--- src/rtl/serial_3zero_tx_pkg.sv ---
// Shared types and constants for the three-zero-delimited serial transmitter.
package serial_3zero_tx_pkg;

  typedef enum logic [1:0] {
    IDLE,
    DATA,
    STUFF,
    DELIM
  } state_t;

  localparam int   DELIM_LEN    = 3;
  localparam logic IDLE_LEVEL   = 1'b1;
  localparam int   MAX_ZERO_RUN = 2;

endpackage

--- src/rtl/serial_3zero_tx.sv ---
// MSB-first serial frame transmitter ending each frame with a 000 delimiter.
// Define ZERO_STUFF_EN to insert 1 bits so the payload never holds three zeros.
module serial_3zero_tx
  import serial_3zero_tx_pkg::*;
#(
  parameter int WIDTH = 8
) (
  input  logic             clock,
  input  logic             reset,
  input  logic             load,
  input  logic [WIDTH-1:0] data,
  output logic             ready,
  output logic             bitout,
  output logic             frame_done,
  output state_t           fsm_state
);

  localparam int              IDX_W      = (WIDTH > 2) ? $clog2(WIDTH) : 1;
  localparam logic [IDX_W-1:0] LAST_IDX  = IDX_W'(WIDTH - 1);
  localparam logic [1:0]      LAST_DELIM = 2'(DELIM_LEN - 1);
  localparam logic [1:0]      PRE_LAST   = 2'(DELIM_LEN - 2);

  // Handshake: a word is taken on any edge where load=1 and the transmitter is
  // free (idle, or on its final delimiter bit); data must be stable at that edge.
  state_t             state_q, state_d;
  logic [WIDTH-2:0]   shreg_q, shreg_d;
  logic [IDX_W-1:0]   idx_q, idx_d;
  logic [1:0]         dcnt_q, dcnt_d;
  logic               bit_q, bit_d;
  logic               fd_q, fd_d;
  logic               start_frame;
`ifdef ZERO_STUFF_EN
  localparam logic [1:0] RUN_LIMIT = 2'(MAX_ZERO_RUN);
  logic [1:0]         zrun_q, zrun_d;
`endif

  assign start_frame = load && ((state_q == IDLE) ||
                                ((state_q == DELIM) && (dcnt_q == LAST_DELIM)));

  always_comb begin
    state_d = state_q;
    shreg_d = shreg_q;
    idx_d   = idx_q;
    dcnt_d  = dcnt_q;
    bit_d   = bit_q;
    fd_d    = 1'b0;
    case (state_q)
      IDLE: bit_d = IDLE_LEVEL;
      DATA: begin
`ifdef ZERO_STUFF_EN
        if (zrun_q == RUN_LIMIT) begin
          state_d = STUFF;
          bit_d   = 1'b1;
        end else if (idx_q == LAST_IDX) begin
          // A trailing payload zero gets a guard 1 so the delimiter run stays at three.
          if (zrun_q != 2'd0) begin
            state_d = STUFF;
            bit_d   = 1'b1;
          end else begin
            state_d = DELIM;
            dcnt_d  = 2'd0;
            bit_d   = 1'b0;
          end
        end else begin
          state_d = DATA;
          idx_d   = idx_q + 1'b1;
          shreg_d = shreg_q << 1;
          bit_d   = shreg_q[WIDTH-2];
        end
`else
        if (idx_q == LAST_IDX) begin
          state_d = DELIM;
          dcnt_d  = 2'd0;
          bit_d   = 1'b0;
        end else begin
          state_d = DATA;
          idx_d   = idx_q + 1'b1;
          shreg_d = shreg_q << 1;
          bit_d   = shreg_q[WIDTH-2];
        end
`endif
      end
`ifdef ZERO_STUFF_EN
      STUFF: begin
        if (idx_q == LAST_IDX) begin
          state_d = DELIM;
          dcnt_d  = 2'd0;
          bit_d   = 1'b0;
        end else begin
          state_d = DATA;
          idx_d   = idx_q + 1'b1;
          shreg_d = shreg_q << 1;
          bit_d   = shreg_q[WIDTH-2];
        end
      end
`endif
      DELIM: begin
        if (dcnt_q == LAST_DELIM) begin
          state_d = IDLE;
          bit_d   = IDLE_LEVEL;
        end else begin
          dcnt_d = dcnt_q + 2'd1;
          bit_d  = 1'b0;
          fd_d   = (dcnt_q == PRE_LAST);
        end
      end
      default: begin
        state_d = IDLE;
        bit_d   = IDLE_LEVEL;
      end
    endcase
    if (start_frame) begin
      state_d = DATA;
      shreg_d = data[WIDTH-2:0];
      idx_d   = '0;
      bit_d   = data[WIDTH-1];
    end
  end

`ifdef ZERO_STUFF_EN
  // The zero run restarts with every frame so stuffing is frame-local.
  always_comb begin
    zrun_d = zrun_q;
    if (start_frame) begin
      zrun_d = data[WIDTH-1] ? 2'd0 : 2'd1;
    end else if (bit_d) begin
      zrun_d = 2'd0;
    end else if (zrun_q != 2'd3) begin
      zrun_d = zrun_q + 2'd1;
    end
  end

  always_ff @(posedge clock or posedge reset) begin
    if (reset) begin
      zrun_q <= 2'd0;
    end else begin
      zrun_q <= zrun_d;
    end
  end
`endif

  always_ff @(posedge clock or posedge reset) begin
    if (reset) begin
      state_q <= IDLE;
      shreg_q <= '0;
      idx_q   <= '0;
      dcnt_q  <= 2'd0;
      bit_q   <= IDLE_LEVEL;
      fd_q    <= 1'b0;
    end else begin
      state_q <= state_d;
      shreg_q <= shreg_d;
      idx_q   <= idx_d;
      dcnt_q  <= dcnt_d;
      bit_q   <= bit_d;
      fd_q    <= fd_d;
    end
  end

  assign ready      = (state_q == IDLE);
  assign bitout     = bit_q;
  assign frame_done = fd_q;
  assign fsm_state  = state_q;

endmodule

--- config.mk ---
export PLATFORM = sky130hd
export DESIGN_NAME = serial_3zero_tx
export DESIGN_NICKNAME = d
export VERILOG_FILES = /design/src/rtl/serial_3zero_tx_pkg.sv /design/src/rtl/serial_3zero_tx.sv
export SDC_FILE = /design/constraint.sdc
export NUM_CORES = 1
export LEC_CHECK = 0
export ABC_AREA = 1
export BUFFER_PORTS_ARGS = -buffer_cell sky130_fd_sc_hd__buf_2
export CELL_PAD_IN_SITES_DETAIL_PLACEMENT = 0
export CELL_PAD_IN_SITES_GLOBAL_PLACEMENT = 1
export CORE_MARGIN = 5
export CORE_UTILIZATION = 39
export DETAILED_ROUTE_END_ITERATION = 12
export HOLD_SLACK_MARGIN = 0.03
export PLACE_DENSITY_LB_ADDON = 0.1
export SLEW_MARGIN = 0
export SYNTH_ARGS = -nofsm -noshare
export SYNTH_HDL_FRONTEND = slang
export SYNTH_SLANG_ARGS = --single-unit
--- constraint.sdc ---
create_clock -name clock -period 1.79 [get_ports clock]
set_input_delay 0.358 -clock clock [delete_from_list [all_inputs] [get_ports clock]]
set_output_delay 0.358 -clock clock [all_outputs]
set_load 0.005 [all_outputs]
==> results.sh, run 1 <==
export IMPL_power_density_mw_per_mm2=1697
export IMPL_synth_cells=109
export IMPL_multi_input_area_um2=410.4
export IMPL_setup_worst_path_start_class="register"
export IMPL_layout_drive_gt1_share=0.2302
export IMPL_layout_commonest_cell="nand2_1"
export IMPL_ir_worst_vdd_mv=0.8637
export IMPL_drtPass1Iterations=4
export IMPL_clock_path_buffers=2
export IMPL_cp_startpoint="fsm_state[1]$_DFFE_PP0P_"
export IMPL_crit_type="reg -> out"
export IMPL_drc=0
export IMPL_drv_cap=0
export IMPL_synth_seq_cells=16
export IMPL_crit_buf_inv=3
export IMPL_worst_slew_pin_slew_ns=0.6123
export IMPL_insertion_delay_ns=0.29
export IMPL_synth_fp_nets=124
export IMPL_vias=703
export IMPL_io_buffers=15
export IMPL_hold_buffers=0
export IMPL_skew_ns=0.007550
export IMPL_fmaxAchievable_ghz=0.6631
export IMPL_drtAntennaViolNets=0
export IMPL_max_stage_delay_ns=0.51
export IMPL_crit_fanout=6
export IMPL_postCtsSetupBuffers=0
export IMPL_rr_startpoint="idx_q[0]$_DFFE_PP0P_"
export IMPL_synthDistinctLibCells=21
export IMPL_setup_tns_ns=0
export IMPL_rsz0062_at_grt="no"
export IMPL_first_global_vias=679
export IMPL_post_cts_resized=0
export IMPL_clock_sinks=16
export IMPL_grt_usage=0.1248
export IMPL_cts_root_buf="clkbuf_4"
export IMPL_cts_tree="yes"
export IMPL_first_iter_violations=10
export IMPL_grt_max_degree=20
export IMPL_seq_area_frac_synth=0.4446
export IMPL_max_slew_margin_rel=0.5913
export IMPL_worstPathCellList="inv_2, nand2_2, inv_1, buf_2"
export IMPL_antenna_found_initial=0
export IMPL_avgSynthCellArea_um2=8.288
export IMPL_area_sequential_um2=401.6
export IMPL_fin_nets=142
export IMPL_postLayoutSetupSlackWorst_ns=0.2820
export IMPL_cts_made_buffers=3
export IMPL_cp_end_kind="primary output"
export IMPL_start_util=0.4084
export IMPL_drt_wl_total_um=1782
export IMPL_grt_overflow_total=0
export IMPL_period_share=0.8424
export IMPL_hp_class="in -> async"
export IMPL_pin_count=16
export IMPL_vias_per_cell=4.565
export IMPL_yosysWarnings=0
export IMPL_status="completed"
export IMPL_syn_area_um2=903.4
export IMPL_core_mm2=0.002212
export IMPL_final_core_util=0.4604
export IMPL_place_congestion=0.6933
export IMPL_areaGrowthSynthToFinish_pct=12.74
export IMPL_fin_crit_ns=1.508
export IMPL_slew_violations=0
export IMPL_critical_path_arrival_ns=1.15
export IMPL_crit_family="flip-flops"
export IMPL_required_ns=1.43
export IMPL_die_w_um=58.13
export IMPL_htree_num_levels=1
export IMPL_die_h_um=58.13
export IMPL_hold_viol_final=0
export IMPL_clkSlewWorstSetupHoldPaths_ns=0.11
export IMPL_wl_per_cell_um=11.57
export IMPL_antenna_cells=0
export IMPL_final_cell_mix="33 x nand2_1, 23 x nand3_1, 15 x dfrtp_1, 15 x buf_2, 14 x inv_1"
export IMPL_dp_slack_ns=0.3115
export IMPL_power_leakage_nw=0.5994
export IMPL_grt_pass1_wl_um=3236
export IMPL_hpwl_um=1278
export IMPL_cp_slowest_cell="dfrtp_1"
export IMPL_row_count=17
export IMPL_fin_hold_ws_ns=0.1183
export IMPL_dieArea_mm2=0.003379
export IMPL_setup_viol=0
export IMPL_n_fill_cell=236
## sequential cells by signal (all words and copies together), names as in the netlist
signal      cells
shreg_q         7
idx_q           3
dcnt_q          2
fsm_state       2
bitout          1
frame_done      1
## Yosys cell counts (all sizes together)
| cell | number | area, um2 |
|---|---|---|
| a21oi | 1 | 5.000 |
| and3 | 1 | 7.510 |
| buf | 2 | 31.28 |
| dfrtp | 15 | 375.4 |
| dfstp | 1 | 26.28 |
| ha | 4 | 50.05 |
| inv | 16 | 60.06 |
| mux2i | 1 | 10.01 |
| nand2 | 37 | 172.7 |
| nand3 | 24 | 125.1 |
| nand3b | 1 | 7.510 |
| nor2 | 4 | 22.52 |
| nor3 | 1 | 5.000 |
| o21ai | 1 | 5.000 |
## cell families after synthesis
family | Yosys count | synth area share
fa+ha+maj | 4 | 0.05540
simple gates | 68 | 0.3767
buf+inv | 18 | 0.1011
compound gates | 2 | 0.01107
flops | 16 | 0.4446
mux | 1 | 0.01108
## routing by layer
| layer | track usage | share of wire |
|---|---|---|
| met1 | 0.1822 | 0.52 |
| met5 | 0 | 0 |
| met4 | 0.05960 | 0.019 |
| met2 | 0.1726 | 0.41 |
| met3 | 0.02673 | 0.050 |
## worst paths after layout
kind,to,slack (ns),cells after the start
worst max-delay path,ready,0.28,4
min in group clock,shreg_q[0]$_DFFE_PP0P_,0.29,3
worst max register to register,idx_q[2]$_DFFE_PP0P_,0.31,8
worst min register to register,shreg_q[0]$_DFFE_PP0P_,0.52,2
max in group asynchronous,shreg_q[1]$_DFFE_PP0P_,1.27,2
worst min-delay path,shreg_q[0]$_DFFE_PP0P_,0.12,2
## final cells by class
| type | count | area share |
|---|---|---|
| clock buffers | 4 | 0.03563 |
| inverters | 16 | 0.05897 |
| multi-input cells | 75 | 0.4029 |
| flip-flops and latches | 16 | 0.3943 |
| well taps | 28 | 0.03440 |
| repair buffers | 15 | 0.07371 |
## metrics by stage
step           cell area [um2]  power, mW  cells
2_1_floorplan            903.4      1.312    109
3_3_place_gp             982.2      1.491    150
3_5_place_dp             982.2      1.497    150
4_1_cts                   1018      1.753    154
5_1_grt                   1018      1.932    154
6_report                  1018      1.728    154
## power by group
| part | leakage (nW) | switching (mW) | internal, mW |
|---|---|---|---|
| clock network | 0.0210 | 0.125 | 0.124 |
| logic | 0.378 | 0.518 | 0.312 |
| registers | 0.200 | 0.115 | 0.534 |
## worst register-to-register path, cell delays in order, from the launching register on
cell and delay (ns):
dfrtp_1 0.41, ha_1 0.21, ha_1 0.21, inv_1 0.22
nand2_4 0.14, nand2_1 0.08, nand2_1 0.05, nand2_1 0.05
inv_1 0.04
No activity file was read; power rests on OpenSTA's default activity.
==> run 2, diff against run 1 <==
ABC_AREA = 0   (was 1)
clock period = 1.24 ns   (was 1.79 ns; I/O delays follow)
==> results.sh, run 2 <==
export IMPL_status="complete, but fails checks"
export IMPL_violations="negative setup slack"
export IMPL_grt_overflow_total=0
export IMPL_crit_type="reg -> reg"
export IMPL_insertion_delay_ns=0.29
export IMPL_fmaxAchievable_ghz=0.5439
export IMPL_synth_most_common_cell="dfrtp_1"
export IMPL_drt_wl_total_um=1821
export IMPL_power_leakage_nw=0.6628
export IMPL_clock_sinks=16
export IMPL_clock_path_buffers=2
export IMPL_areaGrowthSynthToFinish_pct=42.70
export IMPL_clkSlewWorstSetupHoldPaths_ns=0.10
export IMPL_endpoint="shreg_q[6]$_DFFE_PP0P_"
export IMPL_largest_register="shreg_q"
export IMPL_worst_slew_pin_slew_ns=0.2176
export IMPL_layout_commonest_cell="dfrtp_1"
export IMPL_cts_made_buffers=3
export IMPL_async_reset_ff_frac=1.000
export IMPL_r2r_end="shreg_q[6]$_DFFE_PP0P_"
export IMPL_first_iter_violations=4
export IMPL_wl_met3_um=82
export IMPL_crit_fanout=7
export IMPL_synth_ff_type="dfrtp_1"
export IMPL_reg_top3="shreg_q (7), idx_q (3)"
export IMPL_drtPass1Iterations=2
export IMPL_critical_path_arrival_ns=2.01
export IMPL_synth_cells=69
export IMPL_min_from="data[0]"
export IMPL_pin_count=16
export IMPL_htree_num_levels=1
export IMPL_vias=628
export IMPL_dieArea_mm2=0.003367
export IMPL_cts_tree="yes"
export IMPL_start_util=0.4067
export IMPL_setup_viol=16
export IMPL_rsz0062_at_grt="yes"
export IMPL_cp_startpoint="idx_q[1]$_DFFE_PP0P_"
export IMPL_synthDistinctLibCells=25
export IMPL_power_density_mw_per_mm2=2485
export IMPL_antenna_cells=0
export IMPL_met2_length_um=881
export IMPL_cp_end_kind="register"
export IMPL_hpwl_um=1271
export IMPL_final_core_util=0.5803
export IMPL_wl_per_cell_um=13.59
export IMPL_required_ns=1.41
export IMPL_finalPower_mw=3.190
export IMPL_place_congestion=0.7458
export IMPL_cts_root_buf="clkbuf_4"
export IMPL_hp_class="in -> reg"
export IMPL_grt_pass1_wl_um=3105
export IMPL_fin_crit_ns=1.839
export IMPL_top_layer="met4"
export IMPL_yosysTopAreaCell="dfrtp_1"
export IMPL_period_share=1.483
export IMPL_synth_fp_nets=84
export IMPL_row_count=17
export IMPL_m1WireLength_um=845
export IMPL_slew_violations=0
export IMPL_io_buffers=15
export IMPL_max_slew_margin_rel=0.8546
export IMPL_core_mm2=0.002212
export IMPL_die_w_um=58.03
export IMPL_hold_viol_final=0
export IMPL_final_cell_mix="14 x dfrtp_1, 13 x mux2_4, 12 x buf_2"
export IMPL_yosysWarnings=0
export IMPL_ir_worst_vdd_mv=1.316
export IMPL_skew_ns=0.007456
export IMPL_syn_area_um2=899.6
export IMPL_final_cells=134
export IMPL_dp_cells=122
export IMPL_layout_drive_gt1_share=0.6038
export IMPL_fin_hold_ws_ns=0.1844
export IMPL_grt_usage=0.1252
export IMPL_drc=0
export IMPL_grt_max_degree=17
export IMPL_avgSynthCellArea_um2=13.04
export IMPL_rr_startpoint="idx_q[1]$_DFFE_PP0P_"
export IMPL_first_global_vias=705
export IMPL_synth_top_area_share=0.4172
export IMPL_r2r_slack_ns=-0.60
export IMPL_synth_seq_cells=16
export IMPL_yosys_top_cells_count="15 x dfrtp_1, 12 x mux2_4, 5 x nor2_1"
export IMPL_vias_per_cell=4.687
export IMPL_drv_cap=0
export IMPL_largest_reg_flops=7
export IMPL_synth_edf_count=0
export IMPL_fin_nets=122
export IMPL_seq_area_frac_synth=0.4465
export IMPL_postLayoutSetupSlackWorst_ns=-0.5986
export IMPL_setup_tns_ns=-5.483
export IMPL_antenna_found_initial=0
export IMPL_reg2reg_depth=6
export IMPL_setup_worst_path_start_class="register"
export IMPL_die_h_um=58.03
export IMPL_ys_top_cells_by_area="dfrtp_1 42%, mux2_4 20%, ha_1 5.6%"
export IMPL_drtAntennaViolNets=0
[run 2: changes by cell type after synthesis, sizes merged, moves of 2 or more]
cell and change:
o21ai +3, inv -12, nor2b +3, o21a +2, mux2 +13, nand3 -24
nor2 +2, nand2 -35
[run 2: cells by family (layout without fill, tap and decap cells)]
group / after synthesis / count (layout) / synth area share
buf+inv: 7 / 44 / 0.05007
compound gates: 10 / 10 / 0.08484
xor+xnor: 1 / 1 / 0.009738
simple gates: 16 / 16 / 0.1182
fa+ha+maj: 4 / 4 / 0.05564
mux: 15 / 15 / 0.2350
flops: 16 / 16 / 0.4465
[run 2: area by class of cell]
| type | count | area (um2) |
|---|---|---|
| clock buffer | 4 | 26.28 |
| fill | 209 | 928.4 |
| inverter | 4 | 15.01 |
| multi-input combinational | 46 | 499.2 |
| sequential | 16 | 402.9 |
| tap | 28 | 35.03 |
| timing repair buffer | 36 | 305.3 |
[run 2: layer usage]
| layer | up-vias | track usage |
|---|---|---|
| li1 | 311 | - |
| met1 | 305 | 0.1409 |
| met2 | 10 | 0.2048 |
| met3 | 2 | 0.05345 |
| met4 | 0 | 0.05629 |
| met5 | - | 0 |
[run 2: worst max-delay path, cell delays in order, from the launching register on]
cell,delay [ns]
dfrtp_1,0.40
ha_2,0.20
ha_4,0.17
nor3b_4,0.24
buf_12,0.16
mux2_4,0.29
mux2_4,0.26
[run 2: report_power, final]
group | leakage (nW) | switching [mW] | internal [mW]
Combinational | 0.447 | 0.735 | 1.29
Clock | 0.0150 | 0.164 | 0.125
Sequential | 0.201 | 0.145 | 0.728
[run 2: worst min path at each step]
stage | end | depth (start not counted)
6_report | shreg_q[0]$_DFFE_PP0P_ | 2
5_1_grt | shreg_q[0]$_DFFE_PP0P_ | 2
4_1_cts | shreg_q[0]$_DFFE_PP0P_ | 2
3_5_place_dp | shreg_q[0]$_DFFE_PP0P_ | 3
3_3_place_gp | idx_q[0]$_DFFE_PP0P_ | 3
2_1_floorplan | dcnt_q[0]$_DFFE_PP0P_ | 1
[run 2: repair_timing]
item,in CTS,in global routing
gates resized for setup,15,7
hold buffers,1,0
buffers inserted,5,7
setup endpoints to repair,18,17
endpoints found under the hold margin,15,0
pin swaps,8,7
[run 2: stage by stage]
step           setup slack, ns  area, um2
3_5_place_dp           -0.5506       1124
4_1_cts                -0.5880       1240
6_report               -0.5986       1284
3_3_place_gp           -0.5157       1124
2_1_floorplan          -0.4857      920.9
5_1_grt                -0.6537       1284
